## src/rtl/control_fsm.sv

```systemverilog
// control_fsm: multi-cycle FETCH/DECODE/EXECUTE/MEM/WB sequencer driving ALU, regfile, dmem and PC control.
// Latency: 2 cycles NOP/JMP, 3 BEQ/BNE, 4 ALU/ADDI/ST, 5 LD, plus one per imem_valid/dmem_ready wait cycle.
// Backpressure: imem_req held until imem_valid, dmem_req held until dmem_ready; CTRL_ILLEGAL_TRAP_EN makes illegal opcodes halt.
module control_fsm #(
   parameter int M    = 4,
   parameter int PC_W = 8
) (
   input  logic            clk,
   input  logic            rst,
   output logic            imem_req,
   output logic [PC_W-1:0] imem_addr,
   input  logic            imem_valid,
   input  logic [15:0]     imem_data,
   output logic            dmem_req,
   output logic            dmem_we,
   input  logic            dmem_ready,
   input  logic            zero_flag,
   output logic [M-1:0]    alu_opcode,
   output logic            alu_src_imm,
   output logic [2:0]      rd,
   output logic [2:0]      rs1,
   output logic [2:0]      rs2,
   output logic [15:0]     imm,
   output logic            reg_we,
   output logic            wb_sel,
   output logic            halted,
   output logic            illegal,
   output logic [PC_W-1:0] pc
);

   typedef enum logic [2:0] {S_FETCH, S_DECODE, S_EXECUTE, S_MEM, S_WB, S_HALT} state_t;
   typedef enum logic [3:0] {
      OP_NOP = 4'd0, OP_ADD, OP_SUB, OP_AND, OP_OR, OP_SLT, OP_JMP, OP_HALT,
      OP_LD, OP_ST, OP_ADDI, OP_BEQ, OP_BNE
   } op_t;

   state_t          state, state_n;
   logic [15:0]     ir, ir_n;
   logic [PC_W-1:0] pc_n, pc_inc, br_off;
   logic [3:0]      op;
   logic            op_illegal, br_taken;

   // Decoded fields come straight off the instruction register, so they are
   // valid from DECODE and stay stable until the next fetch completes.
   assign op          = ir[15:12];
   assign op_illegal  = (op > 4'd12);
   assign alu_opcode  = M'(op);
   assign rd          = ir[11:9];
   assign rs1         = ir[8:6];
   assign rs2         = ir[5:3];
   assign imm         = {{10{ir[5]}}, ir[5:0]};
   assign alu_src_imm = (op == OP_LD) || (op == OP_ST) || (op == OP_ADDI);

   assign pc_inc   = pc + PC_W'(1);
   assign br_off   = PC_W'($signed(ir[5:0]));
   assign br_taken = (op == OP_BEQ) ? zero_flag : ~zero_flag;

   assign imem_addr = pc;
   assign imem_req  = !rst && (state == S_FETCH);
   assign dmem_req  = !rst && (state == S_MEM);
   assign dmem_we   = !rst && (state == S_MEM) && (op == OP_ST);
   assign reg_we    = !rst && (state == S_WB);
   assign wb_sel    = !rst && (state == S_WB) && (op == OP_LD);
   assign illegal   = !rst && (state == S_DECODE) && op_illegal;
   assign halted    = (state == S_HALT);

   always_ff @(posedge clk) begin
      if (rst) begin
         state <= S_FETCH;
         ir    <= '0;
         pc    <= '0;
      end else begin
         state <= state_n;
         ir    <= ir_n;
         pc    <= pc_n;
      end
   end

   always_comb begin
      state_n = state;
      ir_n    = ir;
      pc_n    = pc;
      case (state)
         S_FETCH: begin
            if (imem_valid) begin
               ir_n    = imem_data;
               state_n = S_DECODE;
            end
         end
         S_DECODE: begin
            case (op)
               OP_NOP: begin
                  pc_n    = pc_inc;
                  state_n = S_FETCH;
               end
               OP_JMP: begin
                  pc_n    = PC_W'(ir);
                  state_n = S_FETCH;
               end
               OP_HALT: state_n = S_HALT;
               OP_ADD, OP_SUB, OP_AND, OP_OR, OP_SLT,
               OP_LD, OP_ST, OP_ADDI, OP_BEQ, OP_BNE: state_n = S_EXECUTE;
               default: begin
`ifdef CTRL_ILLEGAL_TRAP_EN
                  state_n = S_HALT;
`else
                  pc_n    = pc_inc;
                  state_n = S_FETCH;
`endif
               end
            endcase
         end
         S_EXECUTE: begin
            if ((op == OP_BEQ) || (op == OP_BNE)) begin
               pc_n    = br_taken ? (pc_inc + br_off) : pc_inc;
               state_n = S_FETCH;
            end else if ((op == OP_LD) || (op == OP_ST)) begin
               state_n = S_MEM;
            end else begin
               state_n = S_WB;
            end
         end
         S_MEM: begin
            if (dmem_ready) begin
               if (op == OP_ST) begin
                  pc_n    = pc_inc;
                  state_n = S_FETCH;
               end else begin
                  state_n = S_WB;
               end
            end
         end
         S_WB: begin
            pc_n    = pc_inc;
            state_n = S_FETCH;
         end
         S_HALT:  state_n = S_HALT;
         default: state_n = S_FETCH;
      endcase
   end

endmodule

```

## config.mk

```make
export PLATFORM = sky130hd
export DESIGN_NAME = control_fsm
export DESIGN_NICKNAME = d
export VERILOG_FILES = /design/src/rtl/control_fsm.sv
export SDC_FILE = /design/constraint.sdc
export NUM_CORES = 1
export LEC_CHECK = 0
export CORE_ASPECT_RATIO = 0.6
export CORE_MARGIN = 3
export CORE_UTILIZATION = 30
export DETAILED_ROUTE_END_ITERATION = 6
export HOLD_SLACK_MARGIN = 0.15
export PLACE_DENSITY = 0.66
export SYNTH_ARGS = -nofsm -noshare
export SYNTH_HDL_FRONTEND = slang
export SYNTH_SLANG_ARGS = --single-unit
```

## constraint.sdc

```tcl
create_clock -name clk -period 7.4 [get_ports clk]
set_input_delay 1.48 -clock clk [delete_from_list [all_inputs] [get_ports clk]]
set_output_delay 1.48 -clock clk [all_outputs]
set_load 0.02 [all_outputs]
```

* Word-level counts from Yosys, hierarchy flattened
Cells that the tools add are included.
Storage, ports and cells: flip-flop bits (word level) 27, input port bits 21, word-level logic and storage cells 61
Operators by class: multiplexer cells 14, bitwise gates (word level) 1, equality and inequality tests 22, reductions and logical operators 18, add/subtract/negate cells 2, order comparisons 1
Operators with widths (count):
- $mux W8 | 4
- $pmux W8 S4 | 1
- $eq A4 B4 Y1 const B | 5
- $eq A4 B3 Y1 const B | 4
- $pmux W8 S2 | 1
- $mux W3 | 5
- $pmux W3 S5 | 1
- $reduce_or A11 Y1 | 1
- $reduce_or A10 Y1 | 1
- $add A8 B1 Y8 const B | 1
- $add A8 B8 Y8 | 1
- $eq A4 B2 Y1 const B | 2
- $ne A2 B2 Y1 const B | 4
- $logic_and A1 B1 Y1 | 7
- $eq A3 B2 Y1 const B | 2
- $eq A3 B3 Y1 const B | 2
- $pmux W3 S2 | 1
- $reduce_and A5 Y1 | 1
- $eq A4 B1 Y1 const B | 1
- $gt A4 B4 Y1 const B | 1
- $reduce_and A2 Y1 | 2
- $reduce_bool A4 Y1 | 1
- $eq A3 B1 Y1 const B | 1
- $logic_not A3 Y1 | 1
- 5 further kinds | 7

* Depth between registers and ports, before layout
Gate-level depths: netlist of the first run.
word-level depth 5, gate-level depth with buffers 11, gate-level depth less buffers 11

* Worst setup path before layout of the first run
No wires, ideal clock.
kind input-to-output, start in rst, end out wb_sel, path buffers 1, data arrival time 2942 ps, path slack 2978 ps, stages 3, path through clkbuf_1 > nor4_1 > nor3b_1
Between the ends: cells in the longest elaborated chain, start to end 3
Ends and longest elaborated chain:
- start: declaration | RTL line 9 | input logic rst,
- $logic_not A1 Y1
- $logic_and A1 B1 Y1
- via reg_we | RTL line 24 | output logic reg_we,
- $logic_and A1 B1 Y1 | RTL line 63 | assign wb_sel = !rst && (state == S_WB) && (op == OP_LD);
- end: declaration | RTL line 25 | output logic wb_sel,
The timed path passes the listed nets, and every way through them passes these cells.

* Worst setup path in the final report of the first run
start in rst, end out dmem_we
Between the ends: cells in the longest elaborated chain, start to end 3
Ends and longest elaborated chain:
- $logic_not A1 Y1 | RTL line 61 | assign dmem_we = !rst && (state == S_MEM) && (op == OP_ST);
- $logic_and A1 B1 Y1 (2 in series) | RTL line 61
- end: declaration | RTL line 15 | output logic dmem_we,
No other way between the ends.

==> results of run 1 <==
-- cells in the mapped netlist, drive strengths merged, types with 3 or more instances --
master / instances
nand2: 49
and3: 4
nand4: 3
o21ai: 8
nand2b: 4
nor3: 4
dfxtp: 27
clkbuf: 10
xnor2: 6
a211oi: 5
nor2: 20
buf: 26
ha: 9
a221oi: 3
a21oi: 30
a21o: 3
xor2: 5
and2: 3
inv: 14
nor4: 4
o211ai: 6
-- worst reg2reg max path, stage by stage (launching register included) --
cell and delay, ns:
sky130_fd_sc_hd__dfxtp_1 0.56, sky130_fd_sc_hd__ha_1 0.25, sky130_fd_sc_hd__nand3_1 0.12, sky130_fd_sc_hd__xnor2_1 0.38, sky130_fd_sc_hd__ha_1 0.34, sky130_fd_sc_hd__a21oi_1 0.19, sky130_fd_sc_hd__o21ai_0 0.13, sky130_fd_sc_hd__or4b_1 0.51
sky130_fd_sc_hd__and3_4 0.20, sky130_fd_sc_hd__o311ai_2 0.20, sky130_fd_sc_hd__o211a_1 0.17
-- per-stage QoR --
stage	instances	hold slack, ns
after floorplan	278	0.535
after global placement	404	0.442
after detailed placement	404	0.451
after CTS	408	0.465
after global routing	408	0.482
final	408	0.465
-- flip-flops by register name (all words and copies together), names as in the netlist --
register,cells
imem_addr,8
ir,16
state,3
-- final cells by class --
class / count / area (um2)
fill: 678 / 3970
multi-input combinational: 201 / 1320
timing repair buffer: 75 / 746
sequential: 27 / 541
tap: 87 / 109
clock buffer: 3 / 75.1
inverter: 14 / 52.6
clock inverter: 1 / 7.51
-- final timing paths --
kind | startpoint | to | cells after the start | slack [ns]
hold / removal | ir[11]$_SDFFE_PP0P_ | ir[11]$_SDFFE_PP0P_ | 2 | 0.47
hold reg to reg | ir[11]$_SDFFE_PP0P_ | ir[11]$_SDFFE_PP0P_ | 2 | 0.47
setup / recovery | rst | dmem_we | 6 | 2.52
setup reg to reg | imem_addr[0]$_SDFFE_PP0P_ | imem_addr[7]$_SDFFE_PP0P_ | 10 | 4.29
-- layer usage --
layer,vias up,track usage [%],part of all wire (%)
met3,2,4.39,10
li1,1050,-,-
met4,0,1.56,0.14
met1,987,25.2,52
met5,-,0,0
met2,94,20.2,37
-- logic make-up after synthesis --
family / after synthesis
simple gates: 103
fa+ha+maj: 10
compound gates: 74
mux: 3
flops: 27
xor+xnor: 11
buf+inv: 50
-- power groups by stage --
| stage | logic [mW] | registers, mW | clock network, mW |
|---|---|---|---|
| 2_1_floorplan | 0.120 | 0.190 | 0 |
| 3_3_place_gp | 0.185 | 0.188 | 0 |
| 3_5_place_dp | 0.186 | 0.189 | 0 |
| 4_1_cts | 0.188 | 0.186 | 0.128 |
| 5_1_grt | 0.205 | 0.190 | 0.135 |
| 6_report | 0.188 | 0.186 | 0.126 |
==> tab_implementation.tex, run 1 <==
\begin{tabular}{lr}
\hline
Metric & Value \\
\hline
\multicolumn{2}{l}{\textbf{Detailed routing}} \\
\quad Remaining number of nets flagged by the antenna check after routing & 0 \\
\quad Total Routed Length & about 6300 um \\
\quad Via total after detailed routing & 2133 \\
\quad Detailed Route Iter0 Violations & 185 \\
\quad Routed wire length per instance & 15.4 um \\
\quad DR vias/cell & around 5.2 \\
\quad Initial DRT Pass Iterations & 4 \\
\quad DRC violations left & 0 \\
\multicolumn{2}{l}{\textbf{STA}} \\
\quad Final Max Slew Viols & 0 \\
\quad Final period util & 65.9\% \\
\quad Largest clock skew in the final design & $\sim$0.0068 ns \\
\quad Peak clock frequency supported by timing & 205 MHz \\
\quad Setup violation total in the final timing report & 0 \\
\quad Setup repair after global routing missed its margin & false \\
\quad Min Clock Period, post-route & 4.88 ns \\
\quad Final hold violation count & 0 \\
\quad Least setup slack across all paths after layout & 2.52 ns \\
\quad Total negative setup slack & 0 ns \\
\quad Worst-margin pin slew & around 0.79 ns \\
\quad Worst slew margin & 47.2\% \\
\multicolumn{2}{l}{\textbf{Global routing}} \\
\quad First-pass GRT wire length & 10300 um \\
\quad Global-route usage over all layers & between 10\% and 20\% \\
\quad Gr ovfl total & 0 \\
\quad Number of global-route vias before repair & 1973 \\
\quad Antenna violations before repair & 0 \\
\quad Largest net degree at the start of global routing & 28 \\
\multicolumn{2}{l}{\textbf{Clock network}} \\
\quad Clock buffer count from CTS & 3 \\
\quad Number of buffers inserted by hold repair at cts & 0 \\
\quad Clock insertion delay at the later pin of the skew report & 0.26 ns \\
\quad Clk pin slew, worst setup/hold paths & 0.07 ns \\
\quad Setup fix buffers added after clock tree synthesis & 0 \\
\quad Cell at the root of the clock tree & sky130\_fd\_sc\_hd\_\_clkbuf\_16 \\
\quad TritonCTS clock tree & built \\
\quad Sink Count & 27 \\
\quad Number of H-tree levels & 1 \\
\quad Quantity of gates resized following cts & 0 \\
\quad Bufs on Longest Clock Path & 2 \\
\multicolumn{2}{l}{\textbf{Placed design}} \\
\quad Setup WS pre-CTS & approximately 2.5 ns \\
\quad Placed standard-cell area & 2770 um2 \\
\quad HPWL after detailed placement & around 4800 um \\
\quad Port-buffer cells & 73 \\
\quad GPL Wtd Cong & 0.885 \\
\multicolumn{2}{l}{\textbf{Final layout}} \\
\quad N\_diodes & 0 \\
\quad Total non-filler cell area in the finished layout & 2850 um2 \\
\quad Post-layout utilization of the core & between 40\% and 50\% \\
\quad Share of final-layout standard cells stronger than drive strength 1 & under 10\% \\
\quad Nets & about 350 \\
\quad Most frequent cells in the layout & 73 x sky130\_fd\_sc\_hd\_\_clkdlybuf4s50\_1, 49 x sky130\_fd\_sc\_hd\_\_nand2\_1, 29 x sky130\_fd\_sc\_hd\_\_a21oi\_1 \\
\quad Synth-to-Final Area Change & 32.8\% \\
\quad Most common library cell in the layout ignoring fill and taps & sky130\_fd\_sc\_hd\_\_clkdlybuf4s50\_1 \\
\multicolumn{2}{l}{\textbf{Hold path}} \\
\quad Type of the most critical hold path & flop to flop \\
\multicolumn{2}{l}{\textbf{Floorplanning}} \\
\quad Die span in y & between 70 and 80 um \\
\quad Starting density of the core & 31.5\% \\
\quad Area of the die & 8250 um2 \\
\quad Core box area & 6820 um2 \\
\quad Count of standard-cell rows & 23 \\
\quad X dimension of the die & 115 um \\
\quad Number of placed I/O pins & between 70 and 80 \\
\multicolumn{2}{l}{\textbf{Critical path}} \\
\quad CP max stage delay & roughly 0.53 ns \\
\quad Critical path class & primary input to primary output \\
\quad Cell with the largest stage delay on the worst path & sky130\_fd\_sc\_hd\_\_clkdlybuf4s50\_1 \\
\quad Cell Chain, Critical Path & clkdlybuf4s50\_1 -> buf\_4 -> inv\_1 -> and4\_1 -> and4\_2 -> clkdlybuf4s50\_1 \\
\quad Crit end category & primary output \\
\quad Number of buffer and inverter instances along the worst setup path & 4 \\
\quad Family with the most delay on the worst path & buffers and inverters \\
\quad Critical path required time & 5.92 ns \\
\quad Max FO, Critical Path & 27 \\
\quad Critical path launch point type & primary input \\
\quad Worst EP arrival & 3.40 ns \\
\quad CP most frequent cell & sky130\_fd\_sc\_hd\_\_clkdlybuf4s50\_1 \\
\multicolumn{2}{l}{\textbf{Synthesis}} \\
\quad Yosys cell types & 58 \\
\quad Post-synthesis sequential area ratio & 25.2\% \\
\quad Compound-cell area share of the yosys netlist & 24.0\% \\
\quad Top flip-flop cell by instance count after synthesis & sky130\_fd\_sc\_hd\_\_dfxtp\_1 \\
\quad Nets in the synthesized netlist & around 310 \\
\quad XOR/XNOR share of the synthesized area & roughly 5.4\% \\
\quad Warnings, synthesis & 0 \\
\quad Average size of a mapped cell & 7.73 um2 \\
\quad Area share of the largest cell type after synthesis & 25.2\% \\
\quad Adder-cell share of the synthesized area & 6.17\% \\
\quad Synth area leaders & sky130\_fd\_sc\_hd\_\_dfxtp\_1 25\%, sky130\_fd\_sc\_hd\_\_nand2\_1 8.6\%, sky130\_fd\_sc\_hd\_\_buf\_4 7.3\%, sky130\_fd\_sc\_hd\_\_a21oi\_1 6.8\%, sky130\_fd\_sc\_hd\_\_ha\_1 5.2\% \\
\quad Dominant combinational cell family by area after synthesis & compound AO/OA/AOI/OAI gates \\
\quad Number of register bits inferred by synthesis & 27 \\
\quad Share of cell area taken by muxes after synthesis & 1.98\% \\
\quad Fraction of registers with async set/reset & 0\% \\
\quad Post-synth design cell area & 2150 um2 \\
\quad Post-synth top area cell & sky130\_fd\_sc\_hd\_\_dfxtp\_1 \\
\quad Number of enable-type register cells in the synthesized netlist & 0 \\
\quad Post-synthesis share of cell area spent on and, or, nand and nor gates & 23.8\% \\
\quad Gate count after technology mapping & 278 \\
\multicolumn{2}{l}{\textbf{Power}} \\
\quad Part of the total power dissipated in the clock network & roughly 25\% \\
\quad Net switching fraction of the power & 36.0\% \\
\quad Cell area power density & 176 nW/um2 \\
\quad Switching Power & 0.180 mW \\
\quad Sequential cell fraction of total power & 37.2\% \\
\quad Leakage & 1.10 nW \\
\quad Combinational share of power & 37.6\% \\
\quad Internal power component & 0.321 mW \\
\quad Worst supply voltage drop on vdd & 0.000101 V \\
\quad Sum of internal, switching and leakage power & 0.501 mW \\
\multicolumn{2}{l}{\textbf{Job}} \\
\quad Number of maximum-capacitance constraint violations & 0 \\
\multicolumn{2}{l}{\textbf{Outcome}} \\
\quad Result of the run & finished, final reports clean \\
\hline
\end{tabular}
No activity file was read; power rests on OpenSTA's default activity.
==> run 2: changes to the inputs <==
clock period = 4.53 ns   (was 7.4 ns; I/O delays follow)
==> tab_implementation.tex, run 2 (same netlist as run 1, synthesis figures left out) <==
\begin{tabular}{lr}
\hline
Metric & Value \\
\hline
\multicolumn{2}{l}{\textbf{Critical path}} \\
\quad Number of buffer and inverter instances along the worst setup path & 3 (was 4) \\
\quad R2r startpoint & imem\_addr[0]\$\_SDFFE\_PP0P\_ (unchanged) \\
\quad CP max stage delay & 0.66 ns (was 0.53 ns) \\
\quad Critical register-to-register path endpoint & imem\_addr[7]\$\_SDFFE\_PP0P\_ (unchanged) \\
\quad Critical path launch point type & primary input (unchanged) \\
\quad Startpoint of the most critical setup path & rst (unchanged) \\
\quad CP most frequent cell & sky130\_fd\_sc\_hd\_\_clkdlybuf4s50\_1 (unchanged) \\
\quad Worst reg-to-reg setup slack & 1.43 ns (was 4.29 ns) \\
\quad Crit end category & primary output (unchanged) \\
\quad Max FO, Critical Path & 20 (was 27) \\
\quad Critical path required time & 3.62 ns (was 5.92 ns) \\
\quad Cell Chain, Critical Path & clkdlybuf4s50\_1 -> buf\_4 -> nor4\_1 -> clkdlybuf4s50\_1 (was clkdlybuf4s50\_1 -> buf\_4 -> inv\_1 -> and4\_1 -> and4\_2 -> clkdlybuf4s50\_1) \\
\quad Critical path class & primary input to primary output (unchanged) \\
\quad FF-to-FF path depth & 9 (was 10) \\
\quad Cell with the largest stage delay on the worst path & sky130\_fd\_sc\_hd\_\_clkdlybuf4s50\_1 (unchanged) \\
\quad Worst EP arrival & 2.76 ns (was 3.40 ns) \\
\quad Family with the most delay on the worst path & buffers and inverters (unchanged) \\
\multicolumn{2}{l}{\textbf{STA}} \\
\quad Setup violation total in the final timing report & 0 (unchanged) \\
\quad Least setup slack across all paths after layout & 0.867 ns (was 2.52 ns) \\
\quad Peak clock frequency supported by timing & 273 MHz \\
\quad Worst slew margin & 50.5\% (was 47.2\%) \\
\quad Final period util & 80.9\% \\
\quad Worst-margin pin slew & 0.740 ns (was 0.788 ns) \\
\quad Min Clock Period, post-route & between 3 and 4 ns \\
\quad Final hold violation count & 0 (unchanged) \\
\quad Total negative setup slack & 0 ns (unchanged) \\
\quad Largest clock skew in the final design & 0.00671 ns (was 0.00678 ns) \\
\quad Final Max Slew Viols & 0 (unchanged) \\
\quad Setup repair after global routing missed its margin & false (unchanged) \\
\multicolumn{2}{l}{\textbf{Placed design}} \\
\quad Total placed cells including tap cells & 404 (unchanged) \\
\quad HPWL after detailed placement & 4910 um (was 4760 um) \\
\quad GPL Wtd Cong & 0.890 (was 0.885) \\
\quad Setup WS pre-CTS & 0.858 ns (was 2.53 ns) \\
\quad Port-buffer cells & 73 (unchanged) \\
\multicolumn{2}{l}{\textbf{Final layout}} \\
\quad Share of final-layout standard cells stronger than drive strength 1 & 6.23\% (unchanged) \\
\quad Max reg flops & 16 (unchanged) \\
\quad Register name with the most flops & ir (unchanged) \\
\quad Nets & 353 (unchanged) \\
\quad Most common library cell in the layout ignoring fill and taps & sky130\_fd\_sc\_hd\_\_clkdlybuf4s50\_1 (unchanged) \\
\quad Synth-to-Final Area Change & 32.8\% (about the same) \\
\quad N\_diodes & 0 (unchanged) \\
\quad Post-layout utilization of the core & 41.8\% (about the same) \\
\quad Post-route insts no fill & 408 (unchanged) \\
\quad Most frequent cells in the layout & 73 x sky130\_fd\_sc\_hd\_\_clkdlybuf4s50\_1, 49 x sky130\_fd\_sc\_hd\_\_nand2\_1, 29 x sky130\_fd\_sc\_hd\_\_a21oi\_1 (unchanged) \\
\multicolumn{2}{l}{\textbf{Hold path}} \\
\quad Type of the most critical hold path & flop to flop (unchanged) \\
\quad Number of stages on the worst hold path & 2 (unchanged) \\
\quad Hold path startpoint & ir[11]\$\_SDFFE\_PP0P\_ (unchanged) \\
\quad Terminating pin of the worst hold path & ir[11]\$\_SDFFE\_PP0P\_ (unchanged) \\
\multicolumn{2}{l}{\textbf{Clock network}} \\
\quad Clock insertion delay at the later pin of the skew report & 0.26 ns (about the same) \\
\quad Quantity of gates resized following cts & 0 (unchanged) \\
\quad TritonCTS clock tree & built (unchanged) \\
\quad Number of H-tree levels & 1 (unchanged) \\
\quad Clock buffer count from CTS & 3 (unchanged) \\
\quad Setup fix buffers added after clock tree synthesis & 0 (unchanged) \\
\quad Sink Count & 27 (unchanged) \\
\quad Bufs on Longest Clock Path & 2 (unchanged) \\
\quad Number of buffers inserted by hold repair at cts & 0 (unchanged) \\
\quad Cell at the root of the clock tree & sky130\_fd\_sc\_hd\_\_clkbuf\_16 (unchanged) \\
\quad Clk pin slew, worst setup/hold paths & 0.07 ns (about the same) \\
\multicolumn{2}{l}{\textbf{Global routing}} \\
\quad First-pass GRT wire length & 10100 um (was 10300 um) \\
\quad Largest net degree at the start of global routing & 21 (was 28) \\
\quad Global-route usage over all layers & 15.2\% (was 15.5\%) \\
\quad Antenna violations before repair & 0 (unchanged) \\
\quad Number of global-route vias before repair & 2030 (was 1973) \\
\quad Gr ovfl total & 0 (unchanged) \\
\multicolumn{2}{l}{\textbf{Floorplanning}} \\
\quad Area of the die & 8250 um2 (unchanged) \\
\quad Count of standard-cell rows & 23 (unchanged) \\
\quad Number of placed I/O pins & 74 (unchanged) \\
\quad Starting density of the core & 31.5\% (unchanged) \\
\quad Die span in y & 71.6 um (unchanged) \\
\quad X dimension of the die & 115 um (unchanged) \\
\quad Core box area & 6820 um2 (unchanged) \\
\multicolumn{2}{l}{\textbf{Power}} \\
\quad Worst supply voltage drop on vdd & 0.000166 V (was 0.000101 V) \\
\quad Sum of internal, switching and leakage power & 0.820 mW (was 0.501 mW) \\
\quad Cell area power density & 287 nW/um2 (was 176 nW/um2) \\
\quad Leakage & 1.10 nW (about the same) \\
\multicolumn{2}{l}{\textbf{Detailed routing}} \\
\quad Remaining number of nets flagged by the antenna check after routing & 0 (unchanged) \\
\quad Initial DRT Pass Iterations & 4 (unchanged) \\
\quad Via total after detailed routing & 2154 (was 2133) \\
\quad Detailed Route Iter0 Violations & 147 (was 185) \\
\quad DR vias/cell & 5.28 (was 5.23) \\
\quad Total Routed Length & 6260 um (was 6290 um) \\
\quad DRC violations left & 0 (unchanged) \\
\quad Routed wire length per instance & 15.3 um (was 15.4 um) \\
\multicolumn{2}{l}{\textbf{Outcome}} \\
\quad Result of the run & finished, final reports clean (unchanged) \\
\multicolumn{2}{l}{\textbf{Job}} \\
\quad Number of maximum-capacitance constraint violations & 0 (unchanged) \\
\hline
\end{tabular}
run 2: cell type report:
type / instances / area [um2]
Multi-Input combinational cell: 201 / 1320
Timing Repair Buffer: 75 / 746
Clock buffer: 3 / 75.1
Sequential cell: 27 / 541
Clock inverter: 1 / 8.76
Tap cell: 87 / 109
Inverter: 14 / 52.6
Fill cell: 687 / 3970
run 2: metrics by stage:
| step | cell area [um2] | hold WS (ns) |
|---|---|---|
| after floorplan | 2150 | 0.535 |
| after global placement | 2770 | 0.442 |
| after detailed placement | 2770 | 0.449 |
| after CTS | 2850 | 0.463 |
| after global routing | 2850 | 0.498 |
| final | 2850 | 0.464 |
run 2: where the power goes:
| group | switching, mW | internal (mW) |
|---|---|---|
| clock network | 0.0855 | 0.122 |
| registers | 0.0450 | 0.258 |
| logic | 0.164 | 0.145 |
| total | 0.294 | 0.526 |
run 2: worst max path at each step:
stage / endpoint / slack (ns) / depth (start not counted)
2_1_floorplan: wb_sel / 1.26 / 3
3_3_place_gp: dmem_we / 0.89 / 5
3_5_place_dp: illegal / 0.86 / 4
4_1_cts: illegal / 0.85 / 4
5_1_grt: illegal / 0.75 / 4
6_report: illegal / 0.87 / 4
run 2: routing by layer:
metal,global-route usage (%),part of all wire (%)
met1,24.2,51
met2,20.9,37
met3,4.22,11
met4,1.43,0.64
met5,0,0
run 2: worst min-delay path, stage by stage, from the launching register on:
cell	delay, ns
sky130_fd_sc_hd__dfxtp_1	0.32
sky130_fd_sc_hd__nand2_1	0.05
sky130_fd_sc_hd__a21oi_1	0.05
==> run 3: changes to the inputs <==
clock period = 3.8 ns   (was 4.53 ns; I/O delays follow)
==> tab_implementation.tex, run 3 (same netlist as run 1, synthesis figures left out) <==
\begin{tabular}{lr}
\hline
Metric & Value \\
\hline
\multicolumn{2}{l}{\textbf{Outcome}} \\
\quad Result of the run & finished, final reports clean (unchanged) \\
\multicolumn{2}{l}{\textbf{Detailed routing}} \\
\quad Remaining number of nets flagged by the antenna check after routing & 0 (unchanged) \\
\quad Detailed Route Iter0 Violations & 196 (was 147) \\
\quad Initial DRT Pass Iterations & 7 (was 4) \\
\quad Total Routed Length & 6390 um (was 6260 um) \\
\quad Routed wire length per instance & 15.6 um (was 15.3 um) \\
\quad Via total after detailed routing & 2130 (was 2154) \\
\quad DRC violations left & 0 (unchanged) \\
\quad DR vias/cell & 5.21 (was 5.28) \\
\multicolumn{2}{l}{\textbf{STA}} \\
\quad Worst slew margin & 47.2\% (was 50.5\%) \\
\quad Final Max Slew Viols & 0 (unchanged) \\
\quad Final period util & between 80\% and 90\% \\
\quad Setup repair after global routing missed its margin & false (unchanged) \\
\quad Total negative setup slack & 0 ns (unchanged) \\
\quad Least setup slack across all paths after layout & 0.517 ns (was 0.867 ns) \\
\quad Final hold violation count & 0 (unchanged) \\
\quad Largest clock skew in the final design & 0.00494 ns (was 0.00671 ns) \\
\quad Worst slack on hold paths & 0.461 ns (was 0.464 ns) \\
\quad Setup violation total in the final timing report & 0 (unchanged) \\
\quad Worst-margin pin slew & 0.788 ns (was 0.740 ns) \\
\quad Peak clock frequency supported by timing & 305 MHz \\
\quad Min Clock Period, post-route & 3.28 ns \\
\multicolumn{2}{l}{\textbf{Floorplanning}} \\
\quad Die span in y & 71.6 um (unchanged) \\
\quad Core box area & 6820 um2 (unchanged) \\
\quad X dimension of the die & 115 um (unchanged) \\
\quad Number of placed I/O pins & 74 (unchanged) \\
\quad Starting density of the core & 31.5\% (unchanged) \\
\quad Area of the die & 8250 um2 (unchanged) \\
\quad Count of standard-cell rows & 23 (unchanged) \\
\multicolumn{2}{l}{\textbf{Final layout}} \\
\quad N\_diodes & 0 (unchanged) \\
\quad Max reg flops & 16 (unchanged) \\
\quad Nets & 354 (was 353) \\
\quad Most frequent cells in the layout & 73 x sky130\_fd\_sc\_hd\_\_clkdlybuf4s50\_1, 49 x sky130\_fd\_sc\_hd\_\_nand2\_1, 29 x sky130\_fd\_sc\_hd\_\_a21oi\_1 (unchanged) \\
\quad Synth-to-Final Area Change & 33.1\% (was 32.8\%) \\
\quad Total non-filler cell area in the finished layout & 2860 um2 (was 2850 um2) \\
\quad Most common library cell in the layout ignoring fill and taps & sky130\_fd\_sc\_hd\_\_clkdlybuf4s50\_1 (unchanged) \\
\quad Post-route insts no fill & 409 (was 408) \\
\quad Post-layout utilization of the core & 41.9\% (was 41.8\%) \\
\quad Share of final-layout standard cells stronger than drive strength 1 & 6.52\% (was 6.23\%) \\
\quad Register name with the most flops & ir (unchanged) \\
\quad Area taken by flip-flops and latches & 541 um2 (unchanged) \\
\quad Area taken by multi-input logic gates & 1320 um2 (unchanged) \\
\quad Fillers & 706 (was 687) \\
\multicolumn{2}{l}{\textbf{Critical path}} \\
\quad Critical path class & primary input to primary output (unchanged) \\
\quad Critical path required time & 3.04 ns (was 3.62 ns) \\
\quad Worst EP arrival & 2.52 ns (was 2.76 ns) \\
\quad FF-to-FF path depth & 9 (unchanged) \\
\quad Critical path launch point type & primary input (unchanged) \\
\quad Crit end category & primary output (unchanged) \\
\quad Worst reg-to-reg setup slack & 0.76 ns (was 1.43 ns) \\
\quad Critical register-to-register path endpoint & imem\_addr[7]\$\_SDFFE\_PP0P\_ (unchanged) \\
\quad R2r startpoint & imem\_addr[0]\$\_SDFFE\_PP0P\_ (unchanged) \\
\quad Max FO, Critical Path & 7 (was 20) \\
\multicolumn{2}{l}{\textbf{Global routing}} \\
\quad Number of global-route vias before repair & 2031 (was 2030) \\
\quad Global-route usage over all layers & 15.6\% (was 15.2\%) \\
\quad Antenna violations before repair & 0 (unchanged) \\
\quad Gr ovfl total & 0 (unchanged) \\
\quad First-pass GRT wire length & 10300 um (was 10100 um) \\
\quad Largest net degree at the start of global routing & 22 (was 21) \\
\multicolumn{2}{l}{\textbf{Placed design}} \\
\quad Setup WS pre-CTS & 0.493 ns (was 0.858 ns) \\
\quad HPWL after detailed placement & 4880 um (was 4910 um) \\
\quad Total placed cells including tap cells & 405 (was 404) \\
\quad Port-buffer cells & 73 (unchanged) \\
\quad Placed standard-cell area & 2780 um2 (was 2770 um2) \\
\quad GPL Wtd Cong & 0.889 (was 0.890) \\
\multicolumn{2}{l}{\textbf{Power}} \\
\quad Sum of internal, switching and leakage power & 0.982 mW (was 0.820 mW) \\
\quad Leakage & 1.10 nW (about the same) \\
\quad Worst supply voltage drop on vdd & 0.000174 V (was 0.000166 V) \\
\quad Cell area power density & 343 nW/um2 (was 287 nW/um2) \\
\multicolumn{2}{l}{\textbf{Clock network}} \\
\quad Clock buffer count from CTS & 3 (unchanged) \\
\quad Setup fix buffers added after clock tree synthesis & 0 (unchanged) \\
\quad Sink Count & 27 (unchanged) \\
\quad Number of H-tree levels & 1 (unchanged) \\
\quad Number of buffers inserted by hold repair at cts & 0 (unchanged) \\
\quad TritonCTS clock tree & built (unchanged) \\
\quad Cell at the root of the clock tree & sky130\_fd\_sc\_hd\_\_clkbuf\_16 (unchanged) \\
\quad Clock insertion delay at the later pin of the skew report & 0.27 ns (was 0.26 ns) \\
\quad Quantity of gates resized following cts & 0 (unchanged) \\
\quad Clk pin slew, worst setup/hold paths & 0.07 ns (about the same) \\
\quad Bufs on Longest Clock Path & 2 (unchanged) \\
\multicolumn{2}{l}{\textbf{Hold path}} \\
\quad Type of the most critical hold path & flop to flop (unchanged) \\
\quad Number of stages on the worst hold path & 2 (unchanged) \\
\quad Terminating pin of the worst hold path & ir[8]\$\_SDFFE\_PP0P\_ (was ir[11]\$\_SDFFE\_PP0P\_) \\
\quad Hold path startpoint & ir[8]\$\_SDFFE\_PP0P\_ (was ir[11]\$\_SDFFE\_PP0P\_) \\
\multicolumn{2}{l}{\textbf{Job}} \\
\quad Number of maximum-capacitance constraint violations & 0 (unchanged) \\
\hline
\end{tabular}
## run 3: changes by cell type in the layout (fill, tap and decap cells not counted)
cell / change
sky130_fd_sc_hd__buf_4: +1
sky130_fd_sc_hd__clkinvlp_4: +1
sky130_fd_sc_hd__inv_6: -1
## run 3: area by class of cell
cell class                      count  area share, %
Tap cell                           87           3.81
Sequential cell                    27           18.9
Clock buffer                        3           2.62
Multi-Input combinational cell    201           46.2
Clock inverter                      1          0.262
Inverter                           14           1.84
Timing Repair Buffer               76           26.3
## run 3: how the worst max path moves through the flow
| stage | start | endpoint | slack (ns) | cells after the start |
|---|---|---|---|---|
| 2_1_floorplan | rst | wb_sel | 0.82 | 3 |
| 3_3_place_gp | rst | dmem_we | 0.51 | 5 |
| 3_5_place_dp | rst | dmem_we | 0.49 | 5 |
| 4_1_cts | rst | dmem_we | 0.48 | 5 |
| 5_1_grt | rst | dmem_we | 0.41 | 5 |
| 6_report | rst | dmem_we | 0.52 | 5 |
## run 3: power breakdown
| part | internal (mW) | switching [mW] | leakage [nW] |
|---|---|---|---|
| Clock | 0.143 | 0.105 | 0.0371 |
| Sequential | 0.308 | 0.0510 | 0.221 |
| Combinational | 0.175 | 0.200 | 0.842 |
| Total | 0.626 | 0.356 | 1.10 |
## run 3: critical path, stage by stage
cell and delay, ns:
sky130_fd_sc_hd__clkdlybuf4s50_1 0.53, sky130_fd_sc_hd__inv_1 0.17, sky130_fd_sc_hd__and4_1 0.23, sky130_fd_sc_hd__and4_2 0.22, sky130_fd_sc_hd__clkdlybuf4s50_1 0.60
## run 3: per-layer routing
layer	vias up	part of all wire (%)	track usage (%)	wire length, um
met3	4	9.7	4.73	619
li1	1052	-	-	-
met4	0	0.30	1.17	19
met2	95	38	21.9	2440
met5	-	0	0	0
met1	979	52	24.1	3310
